<file path="config.mk">
export PLATFORM = sky130hd
export DESIGN_NAME = counter_sequencer_flat
export DESIGN_NICKNAME = d
export VERILOG_FILES = /design/src/rtl/counter_sequencer_if.sv /design/src/rtl/counter_sequencer.sv /design/src/flat_wrapper.sv
export SDC_FILE = /design/constraint.sdc
export NUM_CORES = 1
export LEC_CHECK = 0
export CAP_MARGIN = 10
export CORE_MARGIN = 10
export CORE_UTILIZATION = 46
export CTS_BUF_LIST = sky130_fd_sc_hd__clkbuf_2 sky130_fd_sc_hd__clkbuf_4 sky130_fd_sc_hd__clkbuf_8
export DETAILED_ROUTE_END_ITERATION = 10
export HOLD_SLACK_MARGIN = 0.06
export PLACE_DENSITY_LB_ADDON = 0.08
export SETUP_SLACK_MARGIN = 0.15
export SYNTH_ARGS = -nofsm -noshare
export SYNTH_HDL_FRONTEND = slang
export SYNTH_SLANG_ARGS = --single-unit
</file>
<file path="constraint.sdc">
create_clock -name clk -period 2.6 [get_ports clk]
set_input_delay 0.78 -clock clk [delete_from_list [all_inputs] [get_ports clk]]
set_output_delay 0.78 -clock clk [all_outputs]
set_load 0.005 [all_outputs]
</file>
<file path="src/rtl/counter_sequencer_if.sv">
// Command handshake between a requester and the counter sequencer.
interface counter_sequencer_if #(
    parameter int WIDTH = 8
);
    logic             cmd_valid;
    logic             cmd_ready;
    logic [0:1]       cmd_op;
    logic [0:WIDTH-1] cmd_data;

    modport master (
        output cmd_valid,
        output cmd_op,
        output cmd_data,
        input  cmd_ready
    );

    modport slave (
        input  cmd_valid,
        input  cmd_op,
        input  cmd_data,
        output cmd_ready
    );
endinterface

</file>
<file path="src/rtl/counter_sequencer.sv">
// Command-driven controller for a free-running 8-bit up/down counter:
// holds it by reloading, runs it to a target, and reports completion.
module counter_sequencer #(
    parameter  int WIDTH     = 8,
    parameter  int MAX_STEPS = 256,
    localparam int STEP_W    = $clog2(MAX_STEPS + 1)
) (
    input  logic                clk,
    input  logic                clr,
    counter_sequencer_if.slave  cmd,
    input  logic                abort,
    input  logic [0:WIDTH-1]    count_fb,
    output logic                ctr_mode,
    output logic                ctr_ld,
    output logic [0:WIDTH-1]    ctr_d_in,
    output logic                busy,
    output logic                done,
    output logic                err,
    output logic [0:STEP_W-1]   steps
);

    typedef enum logic [1:0] {
        S_IDLE,
        S_SETTLE,
        S_RUN
    } state_t;

    typedef enum logic [1:0] {
        OP_LOAD  = 2'b00,
        OP_UP    = 2'b01,
        OP_DOWN  = 2'b10,
        OP_CLEAR = 2'b11
    } op_t;

    state_t           r_state;
    logic [0:WIDTH-1] r_hold;
    logic [0:WIDTH-1] r_target;
    logic             r_dir;
    logic [0:STEP_W-1] r_steps;
    logic             r_done;
    logic             r_err;

    state_t           w_state_nxt;
    logic [0:WIDTH-1] w_hold_nxt;
    logic [0:WIDTH-1] w_target_nxt;
    logic             w_dir_nxt;
    logic [0:STEP_W-1] w_steps_nxt;
    logic             w_done_nxt;
    logic             w_err_nxt;
    logic             w_match;
    logic             w_limit;
    op_t              w_op;

    assign w_match = (count_fb == r_target);
    assign w_limit = (r_steps == STEP_W'(MAX_STEPS));
    assign w_op    = op_t'(cmd.cmd_op);

    always_ff @(posedge clk or negedge clr) begin
        if (!clr) begin
            r_state  <= S_IDLE;
            r_hold   <= '0;
            r_target <= '0;
            r_dir    <= 1'b0;
            r_steps  <= '0;
            r_done   <= 1'b0;
            r_err    <= 1'b0;
        end else begin
            r_state  <= w_state_nxt;
            r_hold   <= w_hold_nxt;
            r_target <= w_target_nxt;
            r_dir    <= w_dir_nxt;
            r_steps  <= w_steps_nxt;
            r_done   <= w_done_nxt;
            r_err    <= w_err_nxt;
        end
    end

    // The counter has no enable, so every non-running state keeps ctr_ld high.
    always_comb begin
        w_state_nxt   = r_state;
        w_hold_nxt    = r_hold;
        w_target_nxt  = r_target;
        w_dir_nxt     = r_dir;
        w_steps_nxt   = r_steps;
        w_done_nxt    = 1'b0;
        w_err_nxt     = r_err;
        ctr_ld        = 1'b1;
        ctr_d_in      = r_hold;
        ctr_mode      = 1'b0;
        cmd.cmd_ready = 1'b0;

        case (r_state)
            S_IDLE: begin
                cmd.cmd_ready = clr;
                if (cmd.cmd_valid && clr) begin
                    w_err_nxt = 1'b0;
                    case (w_op)
                        OP_LOAD: begin
                            w_hold_nxt  = cmd.cmd_data;
                            w_state_nxt = S_SETTLE;
                        end
                        OP_CLEAR: begin
                            w_hold_nxt  = '0;
                            w_state_nxt = S_SETTLE;
                        end
                        default: begin
                            w_target_nxt = cmd.cmd_data;
                            w_dir_nxt    = (w_op == OP_UP);
                            w_steps_nxt  = '0;
                            w_state_nxt  = S_RUN;
                        end
                    endcase
                end
            end

            S_SETTLE: begin
                w_state_nxt = S_IDLE;
                w_done_nxt  = 1'b1;
            end

            S_RUN: begin
                ctr_mode = r_dir;
                ctr_d_in = r_target;
                ctr_ld   = w_match;
                if (w_match) begin
                    w_hold_nxt  = r_target;
                    w_state_nxt = S_IDLE;
                    w_done_nxt  = 1'b1;
                end else if (abort || w_limit) begin
                    // Freeze on the value the counter shows right now.
                    ctr_ld      = 1'b1;
                    ctr_d_in    = count_fb;
                    w_hold_nxt  = count_fb;
                    w_state_nxt = S_IDLE;
                    if (!abort) begin
                        w_err_nxt = 1'b1;
                    end
                end else begin
                    w_steps_nxt = r_steps + 1'b1;
                end
            end

            default: begin
                w_state_nxt = S_IDLE;
            end
        endcase
    end

    assign busy  = (r_state != S_IDLE);
    assign done  = r_done;
    assign err   = r_err;
    assign steps = r_steps;

endmodule

</file>
<file path="src/flat_wrapper.sv">
// flat-port wrapper written by rule: the top's interface ports become plain ports
module counter_sequencer_flat 
#(
    parameter  int WIDTH     = 8,
    parameter  int MAX_STEPS = 256,
    localparam int STEP_W    = $clog2(MAX_STEPS + 1)
)
  (clk, clr, abort, count_fb, ctr_mode, ctr_ld, ctr_d_in, busy, done, err, steps, cmd_cmd_valid, cmd_cmd_op, cmd_cmd_data, cmd_cmd_ready);
  counter_sequencer_if #(.WIDTH(WIDTH)) cmd_i ();
  input  logic clk;
  input  logic clr;
  input  logic abort;
  input  logic [0:WIDTH-1] count_fb;
  output logic ctr_mode;
  output logic ctr_ld;
  output logic [0:WIDTH-1] ctr_d_in;
  output logic busy;
  output logic done;
  output logic err;
  output logic [0:STEP_W-1] steps;
  input wire logic [$bits(cmd_i.cmd_valid)-1:0] cmd_cmd_valid;
  input wire logic [$bits(cmd_i.cmd_op)-1:0] cmd_cmd_op;
  input wire logic [$bits(cmd_i.cmd_data)-1:0] cmd_cmd_data;
  output wire logic [$bits(cmd_i.cmd_ready)-1:0] cmd_cmd_ready;
  assign cmd_i.cmd_valid = cmd_cmd_valid;
  assign cmd_i.cmd_op = cmd_cmd_op;
  assign cmd_i.cmd_data = cmd_cmd_data;
  assign cmd_cmd_ready = cmd_i.cmd_ready;
  counter_sequencer #(.WIDTH(WIDTH), .MAX_STEPS(MAX_STEPS)) u_core (.clk(clk), .clr(clr), .cmd(cmd_i), .abort(abort), .count_fb(count_fb), .ctr_mode(ctr_mode), .ctr_ld(ctr_ld), .ctr_d_in(ctr_d_in), .busy(busy), .done(done), .err(err), .steps(steps));
endmodule
</file>
# After elaboration in Yosys (flattened, before gate mapping)
# Index checks and enable logic that the tools add are counted.
# Widths: inputs -> output; s select.
# totals
reg_bits	30
in_bits	22
elab_cells	65
# op_classes
addsub	1
n_eq_ne	14
mux	30
bitwise_logic	1
reduce_logical	12
# ops
operator	count
$mux 8	6
$mux 9	4
$pmux 8 s2	2
$pmux 9 s2	1
$mux 1	10
$reduce_and 5->1	2
$add 9x1->9 const B	1
$eq 9x9->1 const B	1
$eq 8x8->1	1
$mux 2	4
$ne 2x2->1 const B	4
$eq 2x1->1 const B	2
$eq 2x2->1 const B	2
$logic_not 2->1	2
$ne 2x1->1 const B	2
$pmux 1 s2	2
$pmux 2 s2	1
$reduce_and 4->1	1
$reduce_bool 2->1	2
$ne 3x1->1 const B	1
$ne 3x3->1 const B	1
$reduce_and 3->1	1
$reduce_and 2->1	1
$reduce_or 2->1	1
3 further kinds	3

# Depth between registers and ports, before layout
# logic_depth
word_depth	5
depth_mapped	8
depth_no_buf	7

# Worst setup path after synthesis
# No wires, ideal clock.
# synth_timing
path_kind	input to output
from	input count_fb[5] in the netlist's numbering
to	output ctr_d_in[0] in the netlist's numbering
arrival_time_ns	1.768
required_ns	1.820
setup_slack_ns	0.052
stages	6
n_path_buf	1
cell_sequence	xnor2_1 > nand4_1 > o21ba_2 > buf_4 > mux2i_1 > a21oi_1
# synth_via
elab_chain_len	3
# synth_rtl
item	line	text
start, declared	flat_wrapper.sv:13	input logic [0:WIDTH-1] count_fb;
$eq 8x8->1	counter_sequencer.sv:54	assign w_match = (count_fb == r_target);
$mux 8	counter_sequencer.sv:125	if (w_match) begin
$mux 8	counter_sequencer.sv:92	case (r_state)
end, declared	flat_wrapper.sv:16	output logic [0:WIDTH-1] ctr_d_in;
# No other way between the ends.

# Worst setup path after layout
# layout_timing
from	input count_fb[1] in the netlist's numbering
to	output ctr_d_in[7] in the netlist's numbering
# Same word-level chain as after synthesis.

==> results.txt <==
Crit. End Element - primary output
type of the most critical hold path - reg -> reg
most frequent cell after synthesis - dfrtp_1
Pre-antenna DRT Iters - 4
Slowest-stage cell, CP - o21ba_4
Critical Setup Path Class - in -> out
max frequency - 344 MHz
Layout Skew - 5.40 ps
top cells by instance count after synthesis - dfrtp_1 (30), a21oi_1 (20), nand2_1 (20)
Post-Syn Area per Cell - 9.27 µm²
worst reg2reg path depth - 9
Mapped Nets - 233
Starting Density - 47.3%
Worst Tran Pin Value - 518 ps
# rows - 23
Max VDD drop - 0.000568 V
Synth-to-Final Area Change - 62.7%
post-route clock period utilization - 112%
die width - 84.1 µm
share of the synthesized area in the top cell type - 39.7%
max-cap viol count - 0
Die H - 84.1 µm
total routed wirelength - 6100 µm
delay-heaviest family, CP - buffers and inverters
GR Layer Usage met3 - 4.88%
vias in the first global route - 2,148
Setup violations, final - 9
gr busiest metal - met2
total congestion overflow - 0
area of the mapped netlist - 1890 µm²
number of enable flip-flop cells after synthesis - 0
num ports - 45
RSZ-0062 raised after global routing - yes
H-tree Lvls - 2
Crit Path Max Fanout - 5
final setup margin - -309 ps
M1 GR Usage - 21.4%
Area contributors post-synth - dfrtp_1 (40%), mux2_2 (6.0%), mux2i_1 (5.8%)
worst path arrival time - 2130 ps
Iteration-0 DRC Markers - 222
Req. time, crit path - 1820 ps
Die ar. - 7070 µm²
RR Endpoint - u_core.steps[4]
pre-CTS WS - -980 ps
final RePlAce weighted congestion - 0.853
placed insts - 330
Synth Register Bits - 30
initial antenna violation count - 0
clock-pin slew on the worst setup and hold paths - 60 ps
DP HPWL - 4040 µm
outcome - finished with violations
Skew-Pair Late Insertion Delay - 290 ps
Fin. Hold Viols - 0
CP cell instances - buf_8, xnor2_2, nand4_1, buf_4, o21ba_4, buf_6, mux2i_4, a21oi_2, buf_2
Max Root-Sink Buffers - 2
Root Buffer - clkbuf_8
failing checks - setup timing
Synth cell types - 41
sequential fraction of the synthesis area - 39.7%
max incr delay on CP - 220 ps
PD cells - 905 nW/µm²
Overall Power - 2790 µW
Min-Delay Endpoint - u_core.r_dir
DR vias/cell - 5.64
Core Area - 4000 µm²
post-route DRC violation count - 0
Sink Count - 30
Num CTS Buffers - 5
largest net degree at the start of global routing - 32
Antenna diodes - 0
WHS Path Cells - 1
buffers added on ports - 44
worst hold start - u_core.r_dir
global-route wire length before repair - 10,500 µm
Final Net Count - 336
Leakage - 0.00145 µW
YS warnings - 0
reg-to-reg slack, setup - 400 ps
final core utilization - 76.9%
gr usage total - 17.6%
Tmin final - 2910 ps
main flop type after synthesis - dfrtp_1
Post-DRT Antenna Nets - 0
post-route insts no fill - 357
routed len/inst - 17.1 µm
via count - 2,014
Critical Path Source Type - input port
Final Max Slew Viols - 0
worst r2r src - u_core.r_state[0]
Yosys top cell by area - dfrtp_1
GRT met2 Usage - 29.1%
layout cell share with drive strength beyond 1 - 38.8%
hold buffers post-CTS - 0
TNS Setup - -2230 ps
critical path buffer and inverter count - 4
relative max-transition margin - 64.6%
CTS tree - yes
post-synthesis cell count - 204
Post-synth ARST share - 100%
==> kinds of logic after synthesis <==
family / share of synthesized area, %
AOI/OAI and AO/OA: 18.8
xor gates and xnor gates: 3.71
adders and majority gates: 4.63
buffers and inverters: 4.83
DFF: 39.7
muxes: 11.8
and+or+nand+nor: 16.5
==> worst max-delay path by stage <==
stage,start,end,cells after the start,slack [ps]
floorplan,count_fb[1],ctr_d_in[0],6,130
global placement,count_fb[4],ctr_d_in[5],7,-1000
detailed placement,count_fb[4],ctr_d_in[5],7,-980
CTS,count_fb[1],ctr_d_in[0],9,-280
global route,u_core.steps[7],ctr_d_in[7],9,-410
finish,count_fb[1],ctr_d_in[7],9,-310
==> area by class of cell <==
class                      count  area [µm²]
inverter                      11        41.3
multi-input combinational    152        1180
clock buffer                   7        83.8
tap                           50        62.6
fill                         287         923
timing repair buffer         107         958
sequential                    30         751
==> state kept, by name, indices dropped and copies added (netlist names) <==
signal           count
u_core.r_state       2
u_core.err           1
u_core.done          1
u_core.steps         9
u_core.r_target      8
u_core.r_dir         1
u_core.r_hold        8
==> report_power, final <==
| group | internal, µW | switching (µW) | leakage, µW |
|---|---|---|---|
| sequential | 658 | 152 | 0.000372 |
| combinational | 914 | 685 | 0.00103 |
| clock | 205 | 170 | 0.0000452 |
==> layout by cell type, fill, tap and decap left out, drive strengths merged, types with 2 or more instances in the layout <==
cell           instances
buf                   77
dfrtp                 30
nand2                 20
clkdlybuf4s50         20
a21oi                 20
nor2                  12
mux2i                 11
inv                   11
mux2                  10
xnor2                  8
nand3                  8
clkbuf                 8
a22oi                  7
a31oi                  7
ha                     7
dlygate4sd2            6
o21ai                  6
o211ai                 4
or4                    4
nand2b                 3
and2                   3
nand4                  2
o311ai                 2
or3                    2
bufbuf                 2
nor4b                  2
==> per-layer routing <==
| metal | wire length [µm] | part of all wire, % |
|---|---|---|
| met5 | 0 | 0 |
| met4 | 127 | 2.1 |
| met3 | 426 | 7.0 |
| met2 | 3020 | 50 |
| met1 | 2520 | 41 |
==> stage by stage <==
stage / hold slack [ps] / area [µm²]
after CTS: 509 / 3010
after global placement: 482 / 2750
after detailed placement: 495 / 2750
after global routing: 524 / 3080
final: 505 / 3080
after floorplan: 471 / 1960
==> worst register-to-register path: cells and delay by family, from the launching register on <==
kind                       cells  cell delay [ps]
buffers and inverters          3              480
adders and majority gates      1              150
DFF                            1              390
and+or+nand+nor                5             1120
==> timing repair <==
| item | in CTS | in global routing |
|---|---|---|
| pin swaps | 17 | 10 |
| endpoints found under the setup margin | 16 | 10 |
| resized for setup | 98 | 11 |
| endpoints found under the hold margin | 0 | 0 |
| gates cloned | 2 | 0 |
| setup buffers | 14 | 4 |
Power figures use the tool's default switching activity.
